**src/rtl/mem_portb_arbiter_if.sv**
```systemverilog
// rtl/mem_portb_arbiter_if.sv - CPU/loader request buses and memory port B pins shared by the arbiter
interface mem_portb_arbiter_if #(
    parameter int ADDR_W = 8,
    parameter int DATA_W = 8
);
    logic              cpu_req;
    logic              cpu_we;
    logic [ADDR_W-1:0] cpu_addr;
    logic [DATA_W-1:0] cpu_wdata;
    logic              cpu_gnt;
    logic              cpu_rvalid;
    logic [DATA_W-1:0] cpu_rdata;

    logic              ld_req;
    logic              ld_we;
    logic [ADDR_W-1:0] ld_addr;
    logic [DATA_W-1:0] ld_wdata;
    logic              ld_done;
    logic              ld_gnt;
    logic              ld_rvalid;
    logic [DATA_W-1:0] ld_rdata;

    logic              boot_active;

    logic              mem_we;
    logic [ADDR_W-1:0] mem_addr;
    logic [DATA_W-1:0] mem_wdata;
    logic [DATA_W-1:0] mem_rdata;

    // arbiter side
    modport slave (
        input  cpu_req, cpu_we, cpu_addr, cpu_wdata,
        output cpu_gnt, cpu_rvalid, cpu_rdata,
        input  ld_req, ld_we, ld_addr, ld_wdata, ld_done,
        output ld_gnt, ld_rvalid, ld_rdata,
        output boot_active,
        output mem_we, mem_addr, mem_wdata,
        input  mem_rdata
    );

    // requesters and memory side
    modport master (
        output cpu_req, cpu_we, cpu_addr, cpu_wdata,
        input  cpu_gnt, cpu_rvalid, cpu_rdata,
        output ld_req, ld_we, ld_addr, ld_wdata, ld_done,
        input  ld_gnt, ld_rvalid, ld_rdata,
        input  boot_active,
        input  mem_we, mem_addr, mem_wdata,
        output mem_rdata
    );
endinterface

```
**src/rtl/mem_portb_arbiter.sv**
```systemverilog
// rtl/mem_portb_arbiter.sv - data memory port B arbiter: loader-only BOOT phase, then CPU/loader RUN arbitration
// Optional MEM_ARB_RR_EN: round-robin conflict resolution instead of CPU priority with starvation guard.
module mem_portb_arbiter #(
    parameter int ADDR_W   = 8,
    parameter int DATA_W   = 8,
    parameter int MAX_WAIT = 4
) (
    input  logic                 clk,
    input  logic                 rst,
    mem_portb_arbiter_if.slave   bus
);
    typedef enum logic {ST_BOOT, ST_RUN} state_t;

    state_t            state, state_nxt;
    logic              cpu_arb, ld_arb;
    logic              cpu_sel, ld_sel;
    logic              conflict;
    logic              rd_cpu, rd_ld;
    logic [DATA_W-1:0] cpu_rdata_q, ld_rdata_q;
    logic [ADDR_W-1:0] last_addr;
    logic [DATA_W-1:0] last_wdata;

`ifdef MEM_ARB_RR_EN
    logic last_cpu;
`else
    localparam logic [3:0] MAX_W = 4'(MAX_WAIT);
    logic [3:0] wait_cnt, wait_nxt;
`endif

    assign conflict = (state == ST_RUN) && bus.cpu_req && bus.ld_req;

    always_comb begin
        state_nxt = state;
        cpu_arb   = 1'b0;
        ld_arb    = 1'b0;
        case (state)
            ST_BOOT: begin
                ld_arb = bus.ld_req;
                if (bus.ld_done)
                    state_nxt = ST_RUN;
            end
            ST_RUN: begin
                if (conflict) begin
`ifdef MEM_ARB_RR_EN
                    cpu_arb = !last_cpu;
`else
                    cpu_arb = (wait_cnt != MAX_W);
`endif
                    ld_arb  = !cpu_arb;
                end else begin
                    cpu_arb = bus.cpu_req;
                    ld_arb  = bus.ld_req;
                end
            end
            default: state_nxt = ST_BOOT;
        endcase
    end

    // Grants are forced low while reset is asserted, even though they are combinational.
    assign cpu_sel = cpu_arb & rst;
    assign ld_sel  = ld_arb & rst;

    always_comb begin
        bus.mem_we    = 1'b0;
        bus.mem_addr  = last_addr;
        bus.mem_wdata = last_wdata;
        if (cpu_sel) begin
            bus.mem_we    = bus.cpu_we;
            bus.mem_addr  = bus.cpu_addr;
            bus.mem_wdata = bus.cpu_wdata;
        end else if (ld_sel) begin
            bus.mem_we    = bus.ld_we;
            bus.mem_addr  = bus.ld_addr;
            bus.mem_wdata = bus.ld_wdata;
        end
    end

`ifndef MEM_ARB_RR_EN
    always_comb begin
        wait_nxt = 4'd0;
        if ((state == ST_RUN) && bus.ld_req && !ld_sel)
            wait_nxt = (wait_cnt == MAX_W) ? wait_cnt : wait_cnt + 4'd1;
    end
`endif

    always_ff @(posedge clk or negedge rst) begin
        if (!rst) begin
            state       <= ST_BOOT;
            rd_cpu      <= 1'b0;
            rd_ld       <= 1'b0;
            cpu_rdata_q <= '0;
            ld_rdata_q  <= '0;
            last_addr   <= '0;
            last_wdata  <= '0;
`ifdef MEM_ARB_RR_EN
            last_cpu    <= 1'b0;
`else
            wait_cnt    <= 4'd0;
`endif
        end else begin
            state      <= state_nxt;
            rd_cpu     <= cpu_sel && !bus.cpu_we;
            rd_ld      <= ld_sel && !bus.ld_we;
            last_addr  <= bus.mem_addr;
            last_wdata <= bus.mem_wdata;
            if (rd_cpu)
                cpu_rdata_q <= bus.mem_rdata;
            if (rd_ld)
                ld_rdata_q <= bus.mem_rdata;
`ifdef MEM_ARB_RR_EN
            if (conflict)
                last_cpu <= cpu_sel;
`else
            wait_cnt <= wait_nxt;
`endif
        end
    end

    assign bus.cpu_gnt     = cpu_sel;
    assign bus.ld_gnt      = ld_sel;
    assign bus.cpu_rvalid  = rd_cpu;
    assign bus.ld_rvalid   = rd_ld;
    assign bus.cpu_rdata   = rd_cpu ? bus.mem_rdata : cpu_rdata_q;
    assign bus.ld_rdata    = rd_ld ? bus.mem_rdata : ld_rdata_q;
    assign bus.boot_active = (state == ST_BOOT);
endmodule

```
**src/flat_wrapper.sv**
```systemverilog
// flat-port wrapper written by rule: the top's interface ports become plain ports
module mem_portb_arbiter_flat 
#(
    parameter int ADDR_W   = 8,
    parameter int DATA_W   = 8,
    parameter int MAX_WAIT = 4
)
  (clk, rst, bus_cpu_req, bus_cpu_we, bus_cpu_addr, bus_cpu_wdata, bus_cpu_gnt, bus_cpu_rvalid, bus_cpu_rdata, bus_ld_req, bus_ld_we, bus_ld_addr, bus_ld_wdata, bus_ld_done, bus_ld_gnt, bus_ld_rvalid, bus_ld_rdata, bus_boot_active, bus_mem_we, bus_mem_addr, bus_mem_wdata, bus_mem_rdata);
  mem_portb_arbiter_if #(.ADDR_W(ADDR_W), .DATA_W(DATA_W)) bus_i ();
  input  logic clk;
  input  logic rst;
  input wire logic [$bits(bus_i.cpu_req)-1:0] bus_cpu_req;
  input wire logic [$bits(bus_i.cpu_we)-1:0] bus_cpu_we;
  input wire logic [$bits(bus_i.cpu_addr)-1:0] bus_cpu_addr;
  input wire logic [$bits(bus_i.cpu_wdata)-1:0] bus_cpu_wdata;
  output wire logic [$bits(bus_i.cpu_gnt)-1:0] bus_cpu_gnt;
  output wire logic [$bits(bus_i.cpu_rvalid)-1:0] bus_cpu_rvalid;
  output wire logic [$bits(bus_i.cpu_rdata)-1:0] bus_cpu_rdata;
  input wire logic [$bits(bus_i.ld_req)-1:0] bus_ld_req;
  input wire logic [$bits(bus_i.ld_we)-1:0] bus_ld_we;
  input wire logic [$bits(bus_i.ld_addr)-1:0] bus_ld_addr;
  input wire logic [$bits(bus_i.ld_wdata)-1:0] bus_ld_wdata;
  input wire logic [$bits(bus_i.ld_done)-1:0] bus_ld_done;
  output wire logic [$bits(bus_i.ld_gnt)-1:0] bus_ld_gnt;
  output wire logic [$bits(bus_i.ld_rvalid)-1:0] bus_ld_rvalid;
  output wire logic [$bits(bus_i.ld_rdata)-1:0] bus_ld_rdata;
  output wire logic [$bits(bus_i.boot_active)-1:0] bus_boot_active;
  output wire logic [$bits(bus_i.mem_we)-1:0] bus_mem_we;
  output wire logic [$bits(bus_i.mem_addr)-1:0] bus_mem_addr;
  output wire logic [$bits(bus_i.mem_wdata)-1:0] bus_mem_wdata;
  input wire logic [$bits(bus_i.mem_rdata)-1:0] bus_mem_rdata;
  assign bus_i.cpu_req = bus_cpu_req;
  assign bus_i.cpu_we = bus_cpu_we;
  assign bus_i.cpu_addr = bus_cpu_addr;
  assign bus_i.cpu_wdata = bus_cpu_wdata;
  assign bus_cpu_gnt = bus_i.cpu_gnt;
  assign bus_cpu_rvalid = bus_i.cpu_rvalid;
  assign bus_cpu_rdata = bus_i.cpu_rdata;
  assign bus_i.ld_req = bus_ld_req;
  assign bus_i.ld_we = bus_ld_we;
  assign bus_i.ld_addr = bus_ld_addr;
  assign bus_i.ld_wdata = bus_ld_wdata;
  assign bus_i.ld_done = bus_ld_done;
  assign bus_ld_gnt = bus_i.ld_gnt;
  assign bus_ld_rvalid = bus_i.ld_rvalid;
  assign bus_ld_rdata = bus_i.ld_rdata;
  assign bus_boot_active = bus_i.boot_active;
  assign bus_mem_we = bus_i.mem_we;
  assign bus_mem_addr = bus_i.mem_addr;
  assign bus_mem_wdata = bus_i.mem_wdata;
  assign bus_i.mem_rdata = bus_mem_rdata;
  mem_portb_arbiter #(.ADDR_W(ADDR_W), .DATA_W(DATA_W), .MAX_WAIT(MAX_WAIT)) u_core (.clk(clk), .rst(rst), .bus(bus_i));
endmodule
```
**config.mk**
```make
export PLATFORM = sky130hd
export DESIGN_NAME = mem_portb_arbiter_flat
export DESIGN_NICKNAME = d
export VERILOG_FILES = /design/src/rtl/mem_portb_arbiter_if.sv /design/src/rtl/mem_portb_arbiter.sv /design/src/flat_wrapper.sv
export SDC_FILE = /design/constraint.sdc
export NUM_CORES = 1
export LEC_CHECK = 0
export ABC_AREA = 1
export ABC_CLOCK_PERIOD_IN_PS = 2410
export CAP_MARGIN = 10
export CELL_PAD_IN_SITES_DETAIL_PLACEMENT = 1
export CELL_PAD_IN_SITES_GLOBAL_PLACEMENT = 2
export CORE_UTILIZATION = 23
export DETAILED_ROUTE_END_ITERATION = 10
export GPL_TIMING_DRIVEN = 0
export PLACE_DENSITY_LB_ADDON = 0.1
export SKIP_CTS_REPAIR_TIMING = 1
export SYNTH_ARGS = -nofsm -noshare
export SYNTH_HDL_FRONTEND = slang
export SYNTH_SLANG_ARGS = --single-unit
```
**constraint.sdc**
```tcl
create_clock -name clk -period 2.41 [get_ports clk]
set_clock_uncertainty 0.15 [all_clocks]
set_input_delay 0.723 -clock clk [delete_from_list [all_inputs] [get_ports clk]]
set_output_delay 0.723 -clock clk [all_outputs]
set_load 0.01 [all_outputs]
```
==> impl_metrics.ini, run 1 <==
[synthesis]
synthAdderAreaFrac_pct = 1.31
synth_simple_gate_area_share_pct = 24.9
synth_xor_area_share_pct = 0.914
ys.flop_type = dfrtp_1
ys_ff_latch = 39
synth_compound_area_share_pct = 0.783
ys_async_sr_fraction_pct = 100
synthCells = 216
synth_common_cells = 57 x nand2_1, 39 x dfrtp_1, 39 x inv_1
synth.most_common_cell = nand2_1
syn_nets = 265
netlist_area_sq_um = 1920
avgSynthCellArea_sq_um = 8.87
synth_area_leader_cell = dfrtp_1
synthMuxAreaShare_pct = 9.40
yosys_warnings = 0
synth_edf_count = 0
yosys-top-cells-area = dfrtp_1 51%, nand2_1 11%, mux2_2 9.4%
netlist.area_leader.share_pct = 50.9
ys_seq_area_share_pct = 50.9
synth_top_family_by_area = simple AND/OR/NAND/NOR gates
yosysUniqueCellTypes = 24

[placement]
hpwl_um = 3840
routabilityCongestion = 0.684
dp_cells = 403
placed_cell_area_sq_um = 2900
io_buffer_count = 84

[layout]
finalNetCount = 382
fin_area_sq_um = 3400
fillerInstances = 915
antenna_cells = 0
fin_cells = 436
area_delta_synth_final_pct = 77.3
final_layout_size_suffix_gt1_share_pct = 35.6

[routing]
ant_nets = 0
routedWlPerCell_um = 13.0
routed_wl_um = 5680
num_vias = 1809
viasPerCell = 4.15
firstDrtPassIters = 4
drc_errors = 0
first_iter_violations = 12

[sta]
grt_setup_unrepaired = true
finalWorstPathRequiredPeriod_ns = 2.67
fin_ws_ns = -0.263
finalCritPeriodShare_pct = 111
fmax_mhz = 374
finalHoldViolCount = 0
setup_viol = 19
maxSlewViolCount = 0
max_slew_margin_pct = 80.5
worst_pin_slew_ns = 0.293
setup_tns_ns = -4.42

[power]
switching_share_pct = 30.2
p_switching_uw = 575
intPower_uw = 1330
powerDensity_nw_per_um2 = 561
p_leak_uw = 0.00187
p_comb_share_pct = 35.4
clock_power_share_pct = 23.4
ir_drop_mv = 0.214
power.total_uw = 1910
power_frac_seq_pct = 41.1

[floorplan]
initial_core_util_pct = 24.3
io_pins = 85
core_sq_um = 7890
die_w_um = 93.3
num_rows = 32
dieArea_sq_um = 8700
fp.dieH_um = 93.3

[flow_run]
maxCapViolCount = 0

[worst_setup_path]
required_ns = 1.54
critPathLaunchType = register
critPathMaxFanout = 10
cp_slowest_cell = dfrtp_1
worst_path_dominant_cell_family = buffers and inverters
cpPeakStageDelay_ns = 0.43
crit_buf_inv = 5
cp.arrival_ns = 1.80
crit_chain = inv_2, ha_4, nand3_4, inv_4, nand2_4, nand2_8, clkinv_8, buf_12, nand2_1, nand2_1, clkbuf_2
endpoint_kind = primary output
path_common_cell = nand2_1
path_class = reg -> out

[global_route]
overflow = 0
antenna_found_initial = 0
grt_pass1_vias = 1843
grt_max_degree = 31
grt_pass1_wl_um = 8690
grtUsageTotal_pct = 12.8

[clocking]
clock_latency_ns = 0.29
cts_tree = yes
numCtsBuffers = 5
clk_pin_slew_ns = 0.08
cts_buffer_depth = 2
clock-sinks = 39
clockRootBuffer = clkbuf_8
htreeDepth = 2

[status]
status = finished, violations left
violations = negative setup slack

[min_path]
hold_class = in -> async
## metal layers
| layer | up-vias | GRT usage [%] | part of all wire, % |
|---|---|---|---|
| met2 | 50 | 21.2 | 50 |
| met4 | 0 | 3.46 | 0.55 |
| met1 | 859 | 16.3 | 44 |
| li1 | 898 | - | - |
| met3 | 2 | 3.66 | 5.4 |
| met5 | - | 0 | 0 |
## power groups by stage
stage                     clock (uW)  combinational (uW)  sequential (uW)
after floorplan                    0                 272              791
after global placement             0                 608              795
after detailed placement           0                 615              798
after CTS                        476                 617              784
after global routing             499                 744              796
final                            447                 676              785
## worst paths after layout
| kind | from | to | slack, ns | cells after the start |
|---|---|---|---|---|
| min | rst | u_core.wait_cnt[3] | 0.08 | 1 |
| min in group clk | u_core.cpu_rdata_q[1] | u_core.cpu_rdata_q[1] | 0.35 | 1 |
| max reg2reg | u_core.wait_cnt[0] | u_core.last_addr[2] | 0.67 | 11 |
| min reg2reg | u_core.cpu_rdata_q[1] | u_core.cpu_rdata_q[1] | 0.35 | 1 |
| max in group asynchronous | rst | u_core.last_addr[1] | 1.64 | 2 |
| max | u_core.wait_cnt[0] | bus_mem_wdata[4] | -0.26 | 11 |
## layout by cell type, fill, tap and decap left out, types with 9 or more instances in the layout
| cell | n |
|---|---|
| inv_1 | 36 |
| dfrtp_1 | 39 |
| buf_6 | 12 |
| nand3_1 | 30 |
| mux2_2 | 9 |
| clkdlybuf4s50_1 | 38 |
| nand2_2 | 9 |
| nand2_1 | 45 |
| buf_4 | 22 |
| dlymetal6s2s_1 | 18 |
| clkbuf_2 | 12 |
## kinds of logic (layout without fill, tap and decap cells)
family          after synthesis  after routing
simple gates                104            104
buf+inv                      50            168
flops                        39             39
mux                          16             16
compound gates                3              3
fa+ha+maj                     2              2
xor+xnor                      2              2
## final cells by class
class / instances / area (sq um) / share of cell area [%]
clock buffer: 5 / 68.8 / 2.03
multi-input combinational: 127 / 868 / 25.6
sequential: 39 / 976 / 28.7
clock inverter: 3 / 20.0 / 0.589
inverter: 42 / 176 / 5.19
buffer: 8 / 97.6 / 2.87
timing repair buffer: 110 / 1060 / 31.3
tap: 102 / 128 / 3.76
## state kept, by name, summed over array words and instances, names as in the netlist
signal,count
u_core.last_addr,8
u_core.cpu_rdata_q,8
u_core.bus.cpu_rvalid,1
u_core.ld_rdata_q,8
u_core.wait_cnt,4
u_core.bus.ld_rvalid,1
u_core.last_wdata,8
u_core.state,1
## stage by stage
step | hold slack (ns) | worst slack [ns] | util [%]
floorplan | 0.277 | 0.0999 | -
detailed placement | 0.337 | -1.15 | 36.8
global placement | 0.330 | -2.76 | 36.6
finish | 0.0821 | -0.263 | 43.1
CTS | 0.155 | -1.11 | 37.9
global route | 0.0729 | -0.395 | 43.1
Power figures use the tool's default switching activity.
==> inputs of run 2 (changes only) <==
--- a/config.mk
+++ b/config.mk
@@ -5,12 +5,11 @@
 export SDC_FILE = /design/constraint.sdc
 export NUM_CORES = 1
 export LEC_CHECK = 0
-export ABC_AREA = 1
 export ABC_CLOCK_PERIOD_IN_PS = 2410
 export CAP_MARGIN = 10
 export CELL_PAD_IN_SITES_DETAIL_PLACEMENT = 1
 export CELL_PAD_IN_SITES_GLOBAL_PLACEMENT = 2
-export CORE_UTILIZATION = 23
+export CORE_UTILIZATION = 25
 export DETAILED_ROUTE_END_ITERATION = 10
 export GPL_TIMING_DRIVEN = 0
 export PLACE_DENSITY_LB_ADDON = 0.1
==> run 2 against run 1 <==
The flow still finishes with violations (negative setup slack); total power grew 20%; die area shrank 0.60%; clock-buffer cell count grew 1; sequential power grew 2.7%; first-iteration DRC count grew to 2.8 times the previous value; sequential share of layout area shrank 3.9 points; clock power grew 47%; register-to-register slack lost 0.28 ns; critical path type unchanged.
==> impl_metrics.ini, run 2 <==
[status]
status = finished, violations left
violations = negative setup slack

[power]
clock_power_share_pct = 28.6
powerDensity_nw_per_um2 = 584
p_switching_uw = 637
p_leak_uw = 0.00177
p_comb_share_pct = 36.2
switching_share_pct = 27.7
intPower_uw = 1660
power_frac_seq_pct = 35.1
power.total_uw = 2290
ir_drop_mv = 0.240

[sta]
worst_pin_slew_ns = 0.524
max_slew_margin_pct = 65.1
finalWorstPathRequiredPeriod_ns = 2.98
fin_ws_ns = -0.569
setup_viol = 19
maxSlewViolCount = 0
grt_setup_unrepaired = true
finalCritPeriodShare_pct = 124
finalHoldViolCount = 0
setup_tns_ns = -9.36
fmax_mhz = 336

[worst_setup_path]
rr_startpoint = u_core.wait_cnt[1]
crit_start = u_core.wait_cnt[1]
path_common_cell = buf_6
critPathLaunchType = register
endpoint_kind = primary output
cpPeakStageDelay_ns = 0.40
critPathCapture = bus_mem_wdata[5]
critPathMaxFanout = 6
cp_slowest_cell = dfrtp_1
crit_chain = inv_2, ha_4, and4b_1, buf_6, or2_4, buf_8, buf_12, a31oi_4, buf_6
required_ns = 1.54
rrSetupSlack_ns = 0.39
path_class = reg -> out
reg2reg_depth = 9
r2r_end = u_core.last_wdata[5]
cp.arrival_ns = 2.11

[floorplan]
io_pins = 85
fp.dieH_um = 93.0
core_sq_um = 7890
num_rows = 32
die_w_um = 93.0
initial_core_util_pct = 26.3
dieArea_sq_um = 8650

[synthesis]
yosys_warnings = 0
synthCells = 186
syn_nets = 235
synth_common_cells = 39 x dfrtp_1, 19 x nor3_1, 18 x nand3_1
yosysUniqueCellTypes = 27
ys.flop_type = dfrtp_1
synth.most_common_cell = dfrtp_1
synth_edf_count = 0
yosys-top-cells-area = dfrtp_1 47%, mux2_2 8.7%, a2bb2oi_1 6.8%
ys_seq_area_share_pct = 47.1
avgSynthCellArea_sq_um = 11.1
synth_area_leader_cell = dfrtp_1
netlist_area_sq_um = 2070
netlist.area_leader.share_pct = 47.1
ys_ff_latch = 39
ys_async_sr_fraction_pct = 100

[routing]
routed_wl_um = 7450
viasPerCell = 4.92
drc_errors = 0
num_vias = 2025
ant_nets = 0
firstDrtPassIters = 4
first_iter_violations = 33
routedWlPerCell_um = 18.1

[layout]
antenna_cells = 0
finalNetCount = 358
fin_cells = 412
final_cell_mix = 38 x dfrtp_1, 37 x clkdlybuf4s50_1, 32 x buf_4
final_common_cell = dfrtp_1
area_delta_synth_final_pct = 89.9
utilization_pct = 49.9
final_layout_size_suffix_gt1_share_pct = 47.4

[global_route]
grt_pass1_wl_um = 10900
grtUsageTotal_pct = 16.3
grt_max_degree = 22
overflow = 0
antenna_found_initial = 0
grt_pass1_vias = 2110

[min_path]
hold_class = in -> async

[placement]
hpwl_um = 4860
io_buffer_count = 83
place_ws_ns = -1.73
dp_cells = 372
routabilityCongestion = 0.671

[clocking]
clock-sinks = 39
clockRootBuffer = clkbuf_8
clock_latency_ns = 0.29
clk_pin_slew_ns = 0.08
htreeDepth = 2
cts_tree = yes
cts_buffer_depth = 2
numCtsBuffers = 5

[flow_run]
maxCapViolCount = 0
==> run 2: changes by cell type in the layout (fill, tap and decap cells not counted), moves of 13 or more <==
cell       previous run  this run
nand2_1              45         1
o2111ai_1             0        13
nand3_1              30        17
nor3_1                0        18
a31oi_4               0        14
inv_1                36         1
a2bb2oi_2             0        13
==> run 2: cell type report <==
cell class	instances	area, sq um
Clock buffer	6	72.6
Buffer	21	218
Sequential cell	39	977
Clock inverter	2	60.1
Timing Repair Buffer	116	1160
Fill cell	816	3960
Inverter	4	17.5
Tap cell	102	128
Multi-Input combinational cell	122	1300
==> run 2: cells by family (layout without fill, tap and decap cells) <==
logic type	Yosys count	in the layout	synth area share [%]
xor gates and xnor gates	2	2	0.846
and+or+nand+nor	48	48	12.0
DFF	39	39	47.1
AOI/OAI and AO/OA	52	52	22.5
adders and majority gates	2	2	1.21
muxes	18	18	9.67
buffers and inverters	25	149	6.59
==> run 2: per-stage QoR <==
| stage | hold slack, ns | cell area [sq um] |
|---|---|---|
| after global placement | 0.330 | 3120 |
| after detailed placement | 0.339 | 3150 |
| after floorplan | 0.277 | 2170 |
| after global routing | 0.0593 | 3930 |
| final | 0.0660 | 3930 |
| after CTS | 0.248 | 3280 |
==> run 2: worst min-delay path by stage <==
| stage | startpoint | endpoint | depth (start not counted) |
|---|---|---|---|
| 3_3_place_gp | u_core.ld_rdata_q[0] | u_core.ld_rdata_q[0] | 1 |
| 3_5_place_dp | u_core.ld_rdata_q[6] | u_core.ld_rdata_q[6] | 1 |
| 2_1_floorplan | rst | u_core.bus.cpu_rvalid | 0 |
| 6_report | rst | u_core.last_wdata[2] | 1 |
| 4_1_cts | rst | u_core.ld_rdata_q[3] | 1 |
| 5_1_grt | rst | u_core.ld_rdata_q[2] | 1 |
==> run 2: routing by layer <==
layer  vias to the layer above  GRT usage (%)  wire length [um]
met4                         0           5.00                91
met5                         -              0                 0
met2                        66           27.3              3720
li1                        970              -                 -
met1                       980           21.4              3310
met3                         9           2.68               334
==> run 2: critical path, delay by kind of cell, from the launching register on <==
kind,cells,cell delay (ns)
AO/OA/AOI/OAI,1,0.21
adder cells (fa/ha/maj),1,0.16
buffers and inverters,5,0.60
flip-flops,1,0.40
AND/OR/NAND/NOR,2,0.44
==> run 2: power groups by stage <==
stage | registers (uW) | logic [uW] | clock network [uW]
2_1_floorplan | 799 | 336 | 0
3_3_place_gp | 805 | 680 | 0
3_5_place_dp | 810 | 691 | 0
4_1_cts | 796 | 693 | 674
5_1_grt | 818 | 895 | 695
6_report | 806 | 832 | 657
==> edit, RTL diff (settings of run 1) <==
`ADDR_W` is set to 8 in 3 places; all go to 9.
--- a/src/rtl/mem_portb_arbiter_if.sv
+++ b/src/rtl/mem_portb_arbiter_if.sv
@@ -1,5 +1,5 @@
 // rtl/mem_portb_arbiter_if.sv - CPU/loader request buses and memory port B pins shared by the arbiter
 interface mem_portb_arbiter_if #(
-    parameter int ADDR_W = 8,
+    parameter int ADDR_W = 9,
     parameter int DATA_W = 8
 );
--- a/src/rtl/mem_portb_arbiter.sv
+++ b/src/rtl/mem_portb_arbiter.sv
@@ -2,5 +2,5 @@
 // Optional MEM_ARB_RR_EN: round-robin conflict resolution instead of CPU priority with starvation guard.
 module mem_portb_arbiter #(
-    parameter int ADDR_W   = 8,
+    parameter int ADDR_W   = 9,
     parameter int DATA_W   = 8,
     parameter int MAX_WAIT = 4
--- a/src/flat_wrapper.sv
+++ b/src/flat_wrapper.sv
@@ -2,5 +2,5 @@
 module mem_portb_arbiter_flat 
 #(
-    parameter int ADDR_W   = 8,
+    parameter int ADDR_W   = 9,
     parameter int DATA_W   = 8,
     parameter int MAX_WAIT = 4
Ports: changed (resized bus_cpu_addr, bus_ld_addr and bus_mem_addr); port bits go from 85 to 88. The function was not compared with the original's and may differ.
==> edit against run 1 <==
The flow still finishes with violations (negative setup slack). Worst hold slack worse by 0.0057 ns. Combinational power is 3% lower. Design area is 1.7% higher. Synthesized area is 4.6% higher. Total power is 6.6% higher. Via count is 1.6% higher. Sequential cell count is 1 higher. Sequential power is 2.8% higher. Wire length is 2.5% higher. Worst setup slack worse by 0.0010 ns. Core utilization is 1.6 points lower. Cell count is 2.3% higher. Register-to-register slack hardly changed.
==> edit: results (changes against run 1) <==
Avg Cell Area, Syn - 8.948 µm² (+0.83%)
Vias - 1838 (+1.6%)
Routed len/inst - 13.05 µm (+0.22%)
Largest net degree at the start of global routing - 27 (-13%)
Syn_nets - 275 (+3.8%)
Met1 Use GR - 16.53% (+0.23 points)
Setup TNS Final - -4.838 ns (-0.4210 ns)
Main area contributors after synthesis - dfrtp_1 50%, nand2_1 10%, mux2_2 9.0%
Failing checks - negative setup slack
Finish-stage setup viols - 20 (+1)
Pre-CTS setup slack - -1.220 ns (-0.07303 ns)
Detail Placement HPWL - 4.018 mm (+4.7%)
Met2 routed WL - 2.730 mm (-3.1%)
Utilization after layout - 41.45% (-1.6 points)
Final wirelength - 5.822 mm (+2.5%)
Distinct cell type count after synthesis - 26 (+8.3%)
Capturing point of the worst reg2reg path - u_core.last_wdata[4]
Layout clock area frac - 3.366% (+0.75 points)
Met1 wire length - 2.642 mm (+4.8%)
Number of fill cells - 969 (+5.9%)
Placed cell count - 417 (+3.5%)
Met2 Use GR - 20.54% (-0.67 points)
Placement Cell Area - 3022 µm² (+4.2%)
# Taps - 105 (+2.9%)
Final WS setup - -0.2641 ns (-0.001024 ns)
Data buffer area share - 33.77% (-0.40 points)
Fin nets - 391 (+2.4%)
Global Route met3 Usage - 3.668% (+0.0097 points)
Status - complete, but fails checks
Nonclk buf count - 116 (-1.7%)
Number of port buffers - 87 (+3.6%)
GP Congestion - 0.6656 (-2.7%)
Slew margin rel. - 81.06% (+0.60 points)
DR WL met3 - 387 µm (+26%)
Share of layout cells above drive strength 1 - 32.84% (-2.8 points)
Number of multi-input logic gates - 132 (+3.9%)
Top cells by count, synth - 54 x nand2_1, 40 x dfrtp_1, 39 x inv_1, 35 x nand3_1, 16 x mux2_2
DR iter-0 viols - 25 (+13)
==> edit: cell count changes after synthesis, moves of 2 or more <==
cell / delta
nand2_2: +4
buf_6: +2
nand2_1: -3
nand3_1: +2
==> edit: kinds of logic after synthesis <==
kind of cell,Yosys count,share of synthesized area (%)
simple gates,109,26.40
buf+inv,52,11.80
flops,40,49.94
mux,16,8.989
compound gates,3,0.7488
xor+xnor,2,0.8741
fa+ha+maj,2,1.248
==> edit: worst max-delay path, cell delays in order (launching register included) <==
cell and delay (ns):
dfrtp_1 0.43, inv_2 0.10, ha_4 0.14, nand3_4 0.10
inv_4 0.08, nand2_4 0.06, nand2_8 0.13, inv_8 0.07
buf_12 0.15, nand2_2 0.05, nand2_1 0.06, buf_2 0.14
==> edit: power breakdown <==
group          internal, W  switching (W)  leakage [nW]
Combinational     0.000358       0.000299          1.38
Clock             0.000312       0.000257        0.0583
Sequential        0.000776      0.0000313         0.481
Total              0.00145       0.000587          1.92
